File: config.mk
export PLATFORM = sky130hd
export DESIGN_NAME = alu_issue_stage_flat
export DESIGN_NICKNAME = d
export VERILOG_FILES = /design/src/rtl/alu_issue_stage_if.sv /design/src/rtl/alu_issue_stage.sv /design/src/flat_wrapper.sv
export SDC_FILE = /design/constraint.sdc
export NUM_CORES = 1
export LEC_CHECK = 0
export CAP_MARGIN = 0
export CORE_UTILIZATION = 43
export CTS_BUF_LIST = sky130_fd_sc_hd__clkbuf_2 sky130_fd_sc_hd__clkbuf_4 sky130_fd_sc_hd__clkbuf_8
export CTS_CLUSTER_SIZE = 30
export DETAILED_ROUTE_END_ITERATION = 10
export PLACE_DENSITY = 0.84
export SYNTH_ARGS = -nofsm -noshare
export SYNTH_HDL_FRONTEND = slang
export SYNTH_SLANG_ARGS = --single-unit
File: constraint.sdc
create_clock -name clk -period 2 [get_ports clk]
set_input_delay 0.4 -clock clk [delete_from_list [all_inputs] [get_ports clk]]
set_output_delay 0.4 -clock clk [all_outputs]
set_load 0.005 [all_outputs]
File: src/rtl/alu_issue_stage_if.sv
// Handshake and operand bundle between register read, the issue stage and the ALU.
// master = environment side (upstream and execute), slave = issue stage.
interface alu_issue_stage_if #(
  parameter int XLEN = 32
);
  logic            in_valid;
  logic            in_ready;
  logic [31:0]     in_instr;
  logic [XLEN-1:0] in_pc;
  logic [XLEN-1:0] in_rs1_val;
  logic [XLEN-1:0] in_rs2_val;

  logic            out_valid;
  logic            out_ready;
  logic [XLEN-1:0] out_op1;
  logic [XLEN-1:0] out_op2;
  logic [3:0]      out_aluctrl;
  logic [XLEN-1:0] out_store_data;
  logic [2:0]      out_funct3;
  logic            out_is_branch;
  logic            out_is_jump;
  logic            out_is_load;
  logic            out_is_store;
  logic            out_illegal;
  logic [XLEN-1:0] out_pc;

  modport master (
    output in_valid, in_instr, in_pc, in_rs1_val, in_rs2_val, out_ready,
    input  in_ready, out_valid, out_op1, out_op2, out_aluctrl, out_store_data,
           out_funct3, out_is_branch, out_is_jump, out_is_load, out_is_store,
           out_illegal, out_pc
  );

  modport slave (
    input  in_valid, in_instr, in_pc, in_rs1_val, in_rs2_val, out_ready,
    output in_ready, out_valid, out_op1, out_op2, out_aluctrl, out_store_data,
           out_funct3, out_is_branch, out_is_jump, out_is_load, out_is_store,
           out_illegal, out_pc
  );
endinterface

File: src/rtl/alu_issue_stage.sv
// RV32I decode/issue stage: decodes one instruction per cycle into ALU control and operands
// behind a single output register. Optional flush port enabled by ALU_ISSUE_FLUSH_EN.
module alu_issue_stage (
  input  logic             clk,
  input  logic             rst_n,
  alu_issue_stage_if.slave io
`ifdef ALU_ISSUE_FLUSH_EN
  ,
  input  logic             flush
`endif
);
  localparam int XLEN = 32;

  localparam logic [6:0] OPC_OP     = 7'b0110011;
  localparam logic [6:0] OPC_OPIMM  = 7'b0010011;
  localparam logic [6:0] OPC_LUI    = 7'b0110111;
  localparam logic [6:0] OPC_AUIPC  = 7'b0010111;
  localparam logic [6:0] OPC_LOAD   = 7'b0000011;
  localparam logic [6:0] OPC_STORE  = 7'b0100011;
  localparam logic [6:0] OPC_BRANCH = 7'b1100011;
  localparam logic [6:0] OPC_JAL    = 7'b1101111;
  localparam logic [6:0] OPC_JALR   = 7'b1100111;

  localparam logic [6:0] F7_BASE = 7'b0000000;
  localparam logic [6:0] F7_ALT  = 7'b0100000;

  localparam logic [3:0] ALU_ADD  = 4'b0000;
  localparam logic [3:0] ALU_SUB  = 4'b1000;
  localparam logic [3:0] ALU_AND  = 4'b0111;
  localparam logic [3:0] ALU_OR   = 4'b0110;
  localparam logic [3:0] ALU_XOR  = 4'b0100;
  localparam logic [3:0] ALU_SLL  = 4'b0001;
  localparam logic [3:0] ALU_SRL  = 4'b0101;
  localparam logic [3:0] ALU_SRA  = 4'b1111;
  localparam logic [3:0] ALU_SLT  = 4'b0010;
  localparam logic [3:0] ALU_SLTU = 4'b0011;

  // Instruction fields
  logic [6:0]      opcode_s;
  logic [2:0]      funct3_s;
  logic [6:0]      funct7_s;
  logic [XLEN-1:0] imm_i_s;
  logic [XLEN-1:0] imm_s_s;
  logic [XLEN-1:0] imm_u_s;
  logic [XLEN-1:0] shamt_s;
  logic            rs_idx_unused;

  assign opcode_s      = io.in_instr[6:0];
  assign funct3_s      = io.in_instr[14:12];
  assign funct7_s      = io.in_instr[31:25];
  assign imm_i_s       = {{20{io.in_instr[31]}}, io.in_instr[31:20]};
  assign imm_s_s       = {{20{io.in_instr[31]}}, io.in_instr[31:25], io.in_instr[11:7]};
  assign imm_u_s       = {io.in_instr[31:12], 12'h000};
  assign shamt_s       = {27'd0, io.in_instr[24:20]};
  assign rs_idx_unused = ^io.in_instr[19:15];

  // Raw decode before illegal-instruction squashing
  logic [XLEN-1:0] raw_op1_s;
  logic [XLEN-1:0] raw_op2_s;
  logic [XLEN-1:0] raw_sd_s;
  logic [3:0]      raw_ctrl_s;
  logic            raw_br_s;
  logic            raw_jp_s;
  logic            raw_ld_s;
  logic            raw_st_s;
  logic            illegal_s;

  // Next-state values of the output register
  logic [XLEN-1:0] op1_d, op2_d, sd_d, pc_d;
  logic [3:0]      ctrl_d;
  logic [2:0]      funct3_d;
  logic            br_d, jp_d, ld_d, st_d, ill_d;
  logic            valid_d;

  logic [XLEN-1:0] op1_q, op2_q, sd_q, pc_q;
  logic [3:0]      ctrl_q;
  logic [2:0]      funct3_q;
  logic            br_q, jp_q, ld_q, st_q, ill_q;
  logic            valid_q;

  logic            ready_s;
  logic            capture_s;

  // Opcode/funct decode into operand selection, ALU code and class flags
  always_comb begin
    raw_op1_s  = '0;
    raw_op2_s  = '0;
    raw_sd_s   = '0;
    raw_ctrl_s = ALU_ADD;
    raw_br_s   = 1'b0;
    raw_jp_s   = 1'b0;
    raw_ld_s   = 1'b0;
    raw_st_s   = 1'b0;
    illegal_s  = 1'b0;
    case (opcode_s)
      OPC_OP: begin
        raw_op1_s = io.in_rs1_val;
        raw_op2_s = io.in_rs2_val;
        case ({funct7_s, funct3_s})
          {F7_BASE, 3'b000}: raw_ctrl_s = ALU_ADD;
          {F7_BASE, 3'b001}: raw_ctrl_s = ALU_SLL;
          {F7_BASE, 3'b010}: raw_ctrl_s = ALU_SLT;
          {F7_BASE, 3'b011}: raw_ctrl_s = ALU_SLTU;
          {F7_BASE, 3'b100}: raw_ctrl_s = ALU_XOR;
          {F7_BASE, 3'b101}: raw_ctrl_s = ALU_SRL;
          {F7_BASE, 3'b110}: raw_ctrl_s = ALU_OR;
          {F7_BASE, 3'b111}: raw_ctrl_s = ALU_AND;
          {F7_ALT,  3'b000}: raw_ctrl_s = ALU_SUB;
          {F7_ALT,  3'b101}: raw_ctrl_s = ALU_SRA;
          default:           illegal_s  = 1'b1;
        endcase
      end
      OPC_OPIMM: begin
        raw_op1_s = io.in_rs1_val;
        raw_op2_s = imm_i_s;
        case (funct3_s)
          3'b000: raw_ctrl_s = ALU_ADD;
          3'b010: raw_ctrl_s = ALU_SLT;
          3'b011: raw_ctrl_s = ALU_SLTU;
          3'b100: raw_ctrl_s = ALU_XOR;
          3'b110: raw_ctrl_s = ALU_OR;
          3'b111: raw_ctrl_s = ALU_AND;
          3'b001: begin
            raw_op2_s  = shamt_s;
            raw_ctrl_s = ALU_SLL;
            illegal_s  = (funct7_s != F7_BASE);
          end
          3'b101: begin
            raw_op2_s = shamt_s;
            if (funct7_s == F7_BASE) begin
              raw_ctrl_s = ALU_SRL;
            end else if (funct7_s == F7_ALT) begin
              raw_ctrl_s = ALU_SRA;
            end else begin
              illegal_s = 1'b1;
            end
          end
          default: illegal_s = 1'b1;
        endcase
      end
      OPC_LUI: begin
        raw_op2_s = imm_u_s;
      end
      OPC_AUIPC: begin
        raw_op1_s = io.in_pc;
        raw_op2_s = imm_u_s;
      end
      OPC_LOAD: begin
        raw_op1_s = io.in_rs1_val;
        raw_op2_s = imm_i_s;
        raw_ld_s  = 1'b1;
      end
      OPC_STORE: begin
        raw_op1_s = io.in_rs1_val;
        raw_op2_s = imm_s_s;
        raw_sd_s  = io.in_rs2_val;
        raw_st_s  = 1'b1;
      end
      OPC_BRANCH: begin
        raw_op1_s = io.in_rs1_val;
        raw_op2_s = io.in_rs2_val;
        raw_br_s  = 1'b1;
        case (funct3_s)
          3'b000, 3'b001: raw_ctrl_s = ALU_SUB;
          3'b100, 3'b101: raw_ctrl_s = ALU_SLT;
          3'b110, 3'b111: raw_ctrl_s = ALU_SLTU;
          default:        illegal_s  = 1'b1;
        endcase
      end
      OPC_JAL: begin
        raw_op1_s = io.in_pc;
        raw_op2_s = 32'd4;
        raw_jp_s  = 1'b1;
      end
      OPC_JALR: begin
        raw_op1_s = io.in_pc;
        raw_op2_s = 32'd4;
        raw_jp_s  = 1'b1;
        illegal_s = (funct3_s != 3'b000);
      end
      default: illegal_s = 1'b1;
    endcase
  end

  // Illegal encodings issue as a plain beat with zeroed operands and only the illegal flag
  always_comb begin
    funct3_d = funct3_s;
    pc_d     = io.in_pc;
    ill_d    = illegal_s;
    if (illegal_s) begin
      op1_d  = '0;
      op2_d  = '0;
      sd_d   = '0;
      ctrl_d = ALU_ADD;
      br_d   = 1'b0;
      jp_d   = 1'b0;
      ld_d   = 1'b0;
      st_d   = 1'b0;
    end else begin
      op1_d  = raw_op1_s;
      op2_d  = raw_op2_s;
      sd_d   = raw_sd_s;
      ctrl_d = raw_ctrl_s;
      br_d   = raw_br_s;
      jp_d   = raw_jp_s;
      ld_d   = raw_ld_s;
      st_d   = raw_st_s;
    end
  end

`ifdef ALU_ISSUE_FLUSH_EN
  assign ready_s = !flush && (!valid_q || io.out_ready);
  assign valid_d = flush ? 1'b0 : (capture_s ? 1'b1 : (io.out_ready ? 1'b0 : valid_q));
`else
  assign ready_s = !valid_q || io.out_ready;
  assign valid_d = capture_s ? 1'b1 : (io.out_ready ? 1'b0 : valid_q);
`endif
  assign capture_s = io.in_valid && ready_s;

  // Output-valid register
  always_ff @(posedge clk or negedge rst_n) begin
    if (!rst_n) begin
      valid_q <= 1'b0;
    end else begin
      valid_q <= valid_d;
    end
  end

  // Output data register; holds while no new beat is captured
  always_ff @(posedge clk or negedge rst_n) begin
    if (!rst_n) begin
      op1_q    <= '0;
      op2_q    <= '0;
      sd_q     <= '0;
      pc_q     <= '0;
      ctrl_q   <= 4'b0000;
      funct3_q <= 3'b000;
      br_q     <= 1'b0;
      jp_q     <= 1'b0;
      ld_q     <= 1'b0;
      st_q     <= 1'b0;
      ill_q    <= 1'b0;
    end else if (capture_s) begin
      op1_q    <= op1_d;
      op2_q    <= op2_d;
      sd_q     <= sd_d;
      pc_q     <= pc_d;
      ctrl_q   <= ctrl_d;
      funct3_q <= funct3_d;
      br_q     <= br_d;
      jp_q     <= jp_d;
      ld_q     <= ld_d;
      st_q     <= st_d;
      ill_q    <= ill_d;
    end
  end

  assign io.in_ready       = ready_s;
  assign io.out_valid      = valid_q;
  assign io.out_op1        = op1_q;
  assign io.out_op2        = op2_q;
  assign io.out_store_data = sd_q;
  assign io.out_pc         = pc_q;
  assign io.out_aluctrl    = ctrl_q;
  assign io.out_funct3     = funct3_q;
  assign io.out_is_branch  = br_q;
  assign io.out_is_jump    = jp_q;
  assign io.out_is_load    = ld_q;
  assign io.out_is_store   = st_q;
  assign io.out_illegal    = ill_q;
endmodule

File: src/flat_wrapper.sv
// flat-port wrapper written by rule: the top's interface ports become plain ports
module alu_issue_stage_flat 
  (clk, rst_n, io_in_valid, io_in_instr, io_in_pc, io_in_rs1_val, io_in_rs2_val, io_out_ready, io_in_ready, io_out_valid, io_out_op1, io_out_op2, io_out_aluctrl, io_out_store_data, io_out_funct3, io_out_is_branch, io_out_is_jump, io_out_is_load, io_out_is_store, io_out_illegal, io_out_pc);
  alu_issue_stage_if io_i ();
  input  logic clk;
  input  logic rst_n;
  input wire logic [$bits(io_i.in_valid)-1:0] io_in_valid;
  input wire logic [$bits(io_i.in_instr)-1:0] io_in_instr;
  input wire logic [$bits(io_i.in_pc)-1:0] io_in_pc;
  input wire logic [$bits(io_i.in_rs1_val)-1:0] io_in_rs1_val;
  input wire logic [$bits(io_i.in_rs2_val)-1:0] io_in_rs2_val;
  input wire logic [$bits(io_i.out_ready)-1:0] io_out_ready;
  output wire logic [$bits(io_i.in_ready)-1:0] io_in_ready;
  output wire logic [$bits(io_i.out_valid)-1:0] io_out_valid;
  output wire logic [$bits(io_i.out_op1)-1:0] io_out_op1;
  output wire logic [$bits(io_i.out_op2)-1:0] io_out_op2;
  output wire logic [$bits(io_i.out_aluctrl)-1:0] io_out_aluctrl;
  output wire logic [$bits(io_i.out_store_data)-1:0] io_out_store_data;
  output wire logic [$bits(io_i.out_funct3)-1:0] io_out_funct3;
  output wire logic [$bits(io_i.out_is_branch)-1:0] io_out_is_branch;
  output wire logic [$bits(io_i.out_is_jump)-1:0] io_out_is_jump;
  output wire logic [$bits(io_i.out_is_load)-1:0] io_out_is_load;
  output wire logic [$bits(io_i.out_is_store)-1:0] io_out_is_store;
  output wire logic [$bits(io_i.out_illegal)-1:0] io_out_illegal;
  output wire logic [$bits(io_i.out_pc)-1:0] io_out_pc;
  assign io_i.in_valid = io_in_valid;
  assign io_i.in_instr = io_in_instr;
  assign io_i.in_pc = io_in_pc;
  assign io_i.in_rs1_val = io_in_rs1_val;
  assign io_i.in_rs2_val = io_in_rs2_val;
  assign io_i.out_ready = io_out_ready;
  assign io_in_ready = io_i.in_ready;
  assign io_out_valid = io_i.out_valid;
  assign io_out_op1 = io_i.out_op1;
  assign io_out_op2 = io_i.out_op2;
  assign io_out_aluctrl = io_i.out_aluctrl;
  assign io_out_store_data = io_i.out_store_data;
  assign io_out_funct3 = io_i.out_funct3;
  assign io_out_is_branch = io_i.out_is_branch;
  assign io_out_is_jump = io_i.out_is_jump;
  assign io_out_is_load = io_i.out_is_load;
  assign io_out_is_store = io_i.out_is_store;
  assign io_out_illegal = io_i.out_illegal;
  assign io_out_pc = io_i.out_pc;
  alu_issue_stage u_core (.clk(clk), .rst_n(rst_n), .io(io_i));
endmodule
======== Yosys cells after proc, flatten, opt, wreduce, memory -nomap -nowiden ========
Cells that the tools add are included.
cells by class
  multiplexer cells ....................... 30
  reductions and logical operators ........ 21
  equal/unequal tests ..................... 26
operators by type and width
  operator                                                           count
  32-bit one-hot mux with 6 select lines                             1
  32-bit two-way mux                                                 5
  32-bit one-hot mux with 2 select lines                             1
  10-bit by 3-bit == test with 1-bit output (second input constant)  4
  4-bit one-hot mux with 9 select lines                              1
  4-bit one-hot mux with 8 select lines                              1
  7-bit by 6-bit == test with 1-bit output (second input constant)   4
  4-bit one-hot mux with 3 select lines                              2
  7-bit == test (second input constant)                              3
  10-bit by 2-bit == test with 1-bit output (second input constant)  2
  10-bit by 9-bit == test with 1-bit output (second input constant)  2
  7-bit by 5-bit == test with 1-bit output (second input constant)   2
  1-bit two-way mux                                                  14
  2-bit OR reduction                                                 7
  3-bit == test (second input constant)                              4
  4-bit two-way mux                                                  3
  10-bit by 1-bit == test with 1-bit output (second input constant)  1
  10-bit zero test                                                   1
  10-bit OR reduction                                                1
  5-bit OR reduction                                                 2
  7-bit by 2-bit == test with 1-bit output (second input constant)   1
  7-bit zero test                                                    1
  7-bit nonzero test                                                 1
  3-bit by 2-bit == test with 1-bit output (second input constant)   2
  11 further kinds                                                   11
storage, ports and cells
  register bits after elaboration ......... 141

======== Longest topological paths before layout ========
Gate-level depths: netlist (run 1).
  depth after elaboration ................. 6
  depth in mapped cells ................... 7

======== Worst setup path before layout (run 1) ========
OpenSTA, ideal clock, no wires.
  path type ............................... input to register
  from .................................... input io_in_instr[26]
  to ...................................... register u_core.ctrl_q[3], in the netlist u_core.io.out_aluctrl[3]
  setup time .............................. 0.103 ns
  buffers on the path ..................... 0
  setup slack ............................. -0.111 ns
  data required time ...................... 1.897 ns
  arrival ................................. 2.008 ns
  stages on the path ...................... 5
  cells stage by stage .................... or4_4 a2111oi_4 o21ai_1 a211o_4 o41ai_2
on the way
  longest elaborated chain between the ends .. 6
  elaborated cells between the ends (all ways) .. 25
  those cells by class .................... eq/ne (10); mux (11); reduce/logical (4)
ends and longest elaborated chain
  what                                                                                            line                    RTL
  start, declared                                                                                 flat_wrapper.sv:8       input wire logic [$bits(io_i.in_instr)-1:0] io_in_instr;
  7-bit by 6-bit == test with 1-bit output                                                        alu_issue_stage.sv:132  end else if (funct7_s == F7_ALT) begin
  4-bit two-way mux or 1-bit two-way mux (tied branches)                                          alu_issue_stage.sv:132
  4-bit two-way mux or 1-bit two-way mux (tied branches)                                          alu_issue_stage.sv:130  if (funct7_s == F7_BASE) begin
  4-bit one-hot mux with 8 select lines or 1-bit one-hot mux with 2 select lines (tied branches)  alu_issue_stage.sv:116  case (funct3_s)
  4-bit one-hot mux with 3 select lines or 1-bit one-hot mux with 5 select lines (tied branches)  alu_issue_stage.sv:95   case (opcode_s)
  4-bit two-way mux *                                                                             alu_issue_stage.sv:190  if (illegal_s) begin
  end signal, assigned                                                                            alu_issue_stage.sv:248  ctrl_q <= ctrl_d;
  end, declared                                                                                   alu_issue_stage.sv:76   logic [3:0] ctrl_q;
Mark *: on every way between the ends. The rest lies on a longest branch, timed or not.
A chain may end at the register's enable or synchronous reset.

======== Final worst setup path (run 1) ========
  from .................................... input io_in_instr[14]
  to ...................................... register u_core.op1_q[19], in the netlist u_core.io.out_op1[19]
on the way
  longest elaborated chain between the ends .. 5
  elaborated cells between the ends (all ways) .. 24
  those cells by class .................... eq/ne (14); mux (5); reduce/logical (5)
ends and longest elaborated chain
  what                                                                     line                                           RTL
  10-bit by 1-bit == test with 1-bit output, or another cell as far along  alu_issue_stage.sv:99                          case ({funct7_s, funct3_s})
  10-bit OR reduction (no line) or 6-bit OR reduction (tied branches)      --
  1-bit two-way mux (on tied branches)                                     alu_issue_stage.sv:99, alu_issue_stage.sv:163
  1-bit one-hot mux with 5 select lines *                                  alu_issue_stage.sv:95
  32-bit two-way mux *                                                     alu_issue_stage.sv:190
  end signal, assigned                                                     alu_issue_stage.sv:244                         op1_q <= op1_d;
  end, declared                                                            alu_issue_stage.sv:75                          logic [XLEN-1:0] op1_q, op2_q, sd_q, pc_q;
Marks and branches as above.

==> results of run 1 <==
[state kept, by name, summed over array words and instances (netlist names)]
| register | count |
|---|---|
| u_core.io.out_aluctrl | 4 |
| u_core.io.out_funct3 | 3 |
| u_core.io.out_illegal | 1 |
| u_core.io.out_is_branch | 1 |
| u_core.io.out_is_jump | 1 |
| u_core.io.out_is_load | 1 |
| u_core.io.out_is_store | 1 |
| u_core.io.out_op1 | 32 |
| u_core.io.out_op2 | 32 |
| u_core.io.out_pc | 32 |
| u_core.io.out_store_data | 32 |
| u_core.io.out_valid | 1 |
[worst max-delay path: stages]
cell and delay [ns]:
clkdlybuf4s50_1 0.51, inv_1 0.14, a2111oi_4 0.33, o21ai_2 0.09, a211o_4 0.44, buf_12 0.17, buf_16 0.14, o21ai_2 0.11
[worst max path at each step]
stage | startpoint | to
after floorplan | io_in_instr[27] | u_core.io.out_is_branch
after global placement | io_in_instr[27] | u_core.io.out_op2[20]
after detailed placement | io_in_instr[27] | u_core.io.out_op2[26]
after CTS | io_in_instr[28] | u_core.io.out_op1[4]
after global routing | io_in_instr[1] | u_core.io.out_store_data[8]
final | io_in_instr[14] | u_core.io.out_op1[19]
[cells in the mapped netlist (all sizes together)]
cell type	n
xnor2	1
a2bb2oi	1
a211oi	3
clkbuf	40
o31ai	3
nor2	4
a21boi	1
a222oi	4
a211o	2
o21a	1
or4	1
a41oi	1
nand3	1
a31o	1
a22o	1
a2111oi	1
nand2	145
a22oi	40
or3	3
nand4bb	1
clkinv	1
nand3b	1
o41ai	1
nor4	1
a31oi	1
xor2	1
mux2	35
o211ai	1
a21o	3
nand2b	4
a21oi	6
a41o	1
buf	7
dfrtp	141
inv	4
o21ai	103
a221oi	20
nor3	6
or2	1
[per-stage QoR]
stage | setup WS [ns] | instances | TNS, ns | hold slack [ns]
floorplan | -0.0703 | 593 | -0.376 | 0.104
global placement | -0.580 | 1073 | -45.73 | 0.360
detailed placement | -0.636 | 1073 | -49.80 | 0.364
CTS | 0.0128 | 1112 | 0 | 0.368
global route | -0.0181 | 1113 | -0.0789 | 0.416
finish | 0.0296 | 1113 | 0 | 0.404
[area by class of cell]
class	instances	area, um2
timing repair buffer	355	3600
clock inverter	9	155
fill	958	3540
clock buffer	23	317
inverter	5	18.8
sequential	141	3530
tap	180	225
multi-input combinational	400	2560
[logic make-up after synthesis]
| family | Yosys count |
|---|---|
| compound gates | 195 |
| simple gates | 168 |
| flops | 141 |
| buf+inv | 52 |
| mux | 35 |
| xor+xnor | 2 |
[per-layer routing]
metal	vias to the layer above	share of wire, %	track usage (%)
met2	277	50	47.5
li1	2786	-	-
met5	-	0	0
met1	2932	39	34.8
met3	49	8.6	9.04
met4	0	3.0	13.3
[power by group through the flow]
stage                     Combinational, mW  Sequential [mW]  Clock (mW)
after global routing                   1.13             3.03        2.82
after CTS                              1.06             3.02        2.71
after detailed placement               1.04             3.07           0
after floorplan                       0.259             3.08           0
final                                  1.06             3.02        2.65
after global placement                 1.03             3.07           0
[repair_timing]
item / CTS / global route
buffers inserted: 3 / 1
hold buffers: 1 / 0
gates resized for setup: 30 / 21
gates cloned: 3 / 0
setup endpoints to repair: 72 / 70
endpoints found under the hold margin: 41 / 0
pin swaps: 7 / 6
==> metrics.md, run 1 <==
| Metric | Value |
|---|---|
| Core ar. | between 10000 and 15000 um2 |
| Finished Core Util | 74.6% |
| Die height | 122 um |
| Max-slew violations | 0 |
| Fraction of layout cells with a size suffix above 1 | about a fifth |
| Synth top area cells | dfrtp_1, nand2_1, o21ai_0 |
| GPL Wtd Cong | about 0.93 |
| Via count | about 6000 |
| Initial antenna violation count | 0 |
| Min-Delay Startpoint | io_in_instr[25] |
| Worst-Skew Late Latency | 0.45 ns |
| GRT Overall Usage | 29.0% |
| Final hold vios | 0 |
| Clock power share | around two fifths |
| Total Die Area | 14900 um2 |
| Mapped Nets | ~730 |
| Final Power | 6.74 mW |
| Post-DR wirelength/cell | 18.9 um |
| I/O pin cnt | ~270 |
| Cell row count | 43 |
| Sw Ratio | 23.4% |
| Cell Int Power | around 5.2 mW |
| Largest net degree at the start of global routing | 54 |
| R2R depth | 7 |
| Largest area contributor in the netlist | dfrtp_1 |
| Syn-to-layout area delta | 68.1% |
| Wirelength, routed | 21000 um |
| Setup violations, final | 0 |
| WP data required | 2.38 ns |
| Mapped Cells | 593 |
| Fmax | 0.508 GHz |
| First-pass GRT wire length | around 32000 um |
| Crit. End Element | flip-flop |
| Maximum root-to-sink buffer count | 2 |
| Nets | ~1100 |
| Worst Path Arrival | ~2.4 ns |
| Hold Crit Class | in2reg |
| Status | complete, no violations |
| Largest family of logic cells by synthesized area | compound AO/OA/AOI/OAI gates |
| Synth Area in Compound Gates | 21.1% |
| CTS tree | done |
| Psw | 1.58 mW |
| Combinational fraction of design power | 15.8% |
| Synth top area share | 57.1% |
| Root buf cell | clkbuf_8 |
| Pwr dens | ~650 nW/um2 |
| Clock H-tree levels | 4 |
| Number of global-route vias before repair | 6026 |
| Initial core utilization | 44.4% |
| Maximum VDD drop | between 400 and 500 uV |
| Worst-Margin Slew | 0.452 ns |
| FF-to-FF setup slack | 0.34 ns |
| Max FO, Critical Path | 10 |
| Part of the cycle the worst path needs | 98.5% |
| DRT antenna net count | 0 |
| Netlist Area Pre-Place | 6180 um2 |
| Via-to-Cell Ratio | about 5.4 |
| Crit path time final | a little under 2 ns |
| Total of warnings raised by yosys | 0 |
| R2r startpoint | u_core.io.out_valid |
| Pre-antenna DRT Iters | 6 |
| Seq cells post-synth | 141 |
| Fraction of the mapped netlist area in adder cells | 0% |
| DP Area | 9650 um2 |
| Commonest non-fill, non-tap cell in the layout | clkdlybuf4s50_1 |
| Number of buffers created by CTS | 17 |
| Relative slew margins | 69.9% |
| Flop pwr share | between 40 and 50% |
| CTS clk-pin slew, worst paths | roughly 0.080 ns |
| Synth Area in Simple Gates | 11.2% |
| Worst r2r dst | u_core.io.out_op1[19] |
| Pleak | 4.22 nW |
| Mux cell area share after synthesis | 6.37% |
| Leading cell types in the layout, fill and taps excluded | clkdlybuf4s50_1, nand2_1, dfrtp_1, buf_4, o21ai_1 |
| Die W | about 120 um |
| Post-synthesis area per instance | 10.4 um2 |
| Number of diodes | 0 |
| Fin Clk Skew | 0.00629 ns |
| Sequential-to-total area share from yosys stat | 57.1% |
| Netlist cell types | 44 |
| DRC viols | 0 |
| Worst hold stages | 4 |
| Max_cap viols | 0 |
| Crit Path Category | in2reg |
| Clock Sinks | 141 |
| Port Buffers | 273 |
| Post-Layout Inst Area | 10400 um2 |
| CP Launch Type | primary input |
| Grt ovf | 0 |
| 1st-iter DRT viols | 388 |
| Synth Area in XOR/XNOR | 0.283% |
| DP HPWL | 15400 um |
| Hold EP | u_core.io.out_op2[25] |
(Power assumes the default switching activity.)
==> inputs of run 2 (changes only) <==
CORE_ASPECT_RATIO = 0.6   (was default)
==> metrics.md, run 2 (synthesis gave the netlist of run 1 again) <==
| Metric | Value |
|---|---|
| Worst slack at placement | -0.611 ns |
| Non-Filler Instances | between 1000 and 1500 |
| Worst Path Arrival | between 2 and 2.5 ns |
| Initial antenna violation count | 1 |
| Clock H-tree levels | 4 |
| Min-Delay Startpoint | io_in_instr[27] |
| Worst hold stages | 4 |
| Commonest non-fill, non-tap cell in the layout | clkdlybuf4s50_1 |
| Maximum root-to-sink buffer count | 2 |
| WP data required | 2.34 ns |
| Part of the cycle the worst path needs | 100% |
| Fill count | 946 |
| Grt ovf | 0 |
| Hold EP | u_core.io.out_op2[7] |
| WP buf/inv | 4 |
| R2R depth | 7 |
| Worst-Margin Slew | ~0.39 ns |
| Fin Clk Skew | 0.0179 ns |
| Die height | 94.9 um |
| CP max-delay cell | or4_4 |
| Psw | 1.63 mW |
| Via count | 6162 |
| GR peak layer | met2 |
| Relative slew margins | around 74% |
| Number of buffers created by CTS | 17 |
| Status | finished with violations |
| Maximum VDD drop | around 530 uV |
| Max FO, Critical Path | 4 |
| Crit Path Category | in2reg |
| M2 GR Usage | 48.2% |
| Crit path time final | 2.01 ns |
| Via-to-Cell Ratio | 5.44 |
| Max_cap viols | 0 |
| Hold Crit Class | in2reg |
| Max-slew violations | 0 |
| Cell Int Power | 4.85 mW |
| Pwr dens | 632 nW/um2 |
| Crit-path leading delay family | compound AO/OA/AOI/OAI gates |
| Clock power share | 36.9% |
| Flop pwr share | 46.7% |
| Largest net degree at the start of global routing | 55 |
| First-pass GRT wire length | 33200 um |
| GR Util met1 | 40.0% |
| Most used cell, CP | buf_6 |
| FF-to-FF setup slack | 0.37 ns |
| DRT antenna net count | 0 |
| Worst-Skew Late Latency | 0.43 ns |
| R2r startpoint | u_core.io.out_valid |
| M3 GR Usage | around a tenth |
| Core ar. | 13800 um2 |
| DRC viols | 0 |
| Sw Ratio | 25.1% |
| DP HPWL | 16100 um |
| Fmax | ~0.5 GHz |
| RSZ-0062 raised after global routing | true |
| Fraction of layout cells with a size suffix above 1 | 18.6% |
| Crit-path cells | clkdlybuf4s15_1 > or4_4 > buf_6 > nor3_4 > a31oi_1 > a211o_4 > buf_6 > buf_4 > a22oi_2 |
| Syn-to-layout area delta | 65.6% |
| Port Buffers | 273 |
| 1st-iter DRT viols | 498 |
| Worst r2r dst | u_core.io.out_aluctrl[1] |
| Setup violations, final | 1 |
| Final hold slack | about 0.38 ns |
| Wirelength, routed | about 22000 um |
| Setup WS post-layout | -0.00945 ns |
| Clock Sinks | approximately 140 |
| Leading cell types in the layout, fill and taps excluded | clkdlybuf4s50_1, nand2_1, dfrtp_1, buf_4, o21ai_1 |
| Dpl cells | 1096 |
| Pleak | 4.16 nW |
| Initial core utilization | 44.7% |
| Total Die Area | 14900 um2 |
| Max incr delay on CP | 0.48 ns |
| GRT Overall Usage | 30.2% |
| Nets | 1060 |
| CTS clk-pin slew, worst paths | approximately 0.090 ns |
| Cell row count | 33 |
| I/O pin cnt | 274 |
| CTS tree | done |
| Die W | 157 um |
| Crit. End Element | flip-flop |
| Final hold vios | 0 |
| Number of global-route vias before repair | 6056 |
| Pre-antenna DRT Iters | 5 |
| CP Launch Type | primary input |
| Post-DR wirelength/cell | 19.1 um |
| Root buf cell | clkbuf_8 |
| GPL Wtd Cong | 0.958 |
| Combinational fraction of design power | 16.5% |
| Failing checks | negative setup slack |
## run 2: layer usage
metal,share of wire [%],wire length (um)
met3,9.5,2060
met5,0,0
met2,46,9970
met4,1.0,223
met1,43,9360
## run 2: area by class of cell
cell class	instances	area [um2]	share of cell area [%]
diodes	1	2.50	0.0244
inverters	5	18.8	0.183
clock buffers	18	241	2.36
well taps	192	240	2.35
repair buffers	363	3580	35.0
flip-flops and latches	141	3530	34.4
clock inverters	13	165	1.61
multi-input cells	400	2460	24.0
## run 2: per-stage QoR
step / cell area (um2) / utilization [%] / power [mW] / TNS [ns]
after floorplan: 6180 / - / 3.34 / -0.376
after global placement: 9760 / 70.5 / 4.11 / -43.07
after detailed placement: 9760 / 70.5 / 4.13 / -44.72
after CTS: 10200 / 73.9 / 6.52 / 0
after global routing: 10200 / 74.0 / 6.74 / -0.101
final: 10200 / 74.0 / 6.48 / -0.00945
## run 2: worst max-delay path by stage
stage,start,endpoint,slack [ns],cells past startpoint
2_1_floorplan,io_in_instr[27],u_core.io.out_is_branch,-0.07,6
3_3_place_gp,io_in_instr[28],u_core.io.out_illegal,-0.61,7
3_5_place_dp,io_in_instr[28],u_core.io.out_illegal,-0.61,7
4_1_cts,io_in_instr[26],u_core.io.out_aluctrl[1],0.02,8
5_1_grt,io_in_instr[25],u_core.io.out_aluctrl[1],-0.02,9
6_report,io_in_instr[28],u_core.io.out_aluctrl[1],-0.009,9
## run 2: tightest hold or removal path, stage by stage
cell,delay (ns)
clkbuf_2,0.09
buf_4,0.10
a22oi_1,0.07
o21ai_1,0.12
## run 2: repair_timing
action	in CTS	in global routing
setup endpoints to repair	73	18
hold buffers	1	0
endpoints found under the hold margin	32	0
resized for setup	11	8
gates cloned	1	0
setup buffers	1	2
pin swaps	4	7
## run 2: power groups by stage
stage | logic (mW) | clock network [mW] | registers [mW]
2_1_floorplan | 0.259 | 0 | 3.08
3_3_place_gp | 1.04 | 0 | 3.07
3_5_place_dp | 1.06 | 0 | 3.08
4_1_cts | 1.07 | 2.43 | 3.02
5_1_grt | 1.14 | 2.57 | 3.04
6_report | 1.07 | 2.39 | 3.02
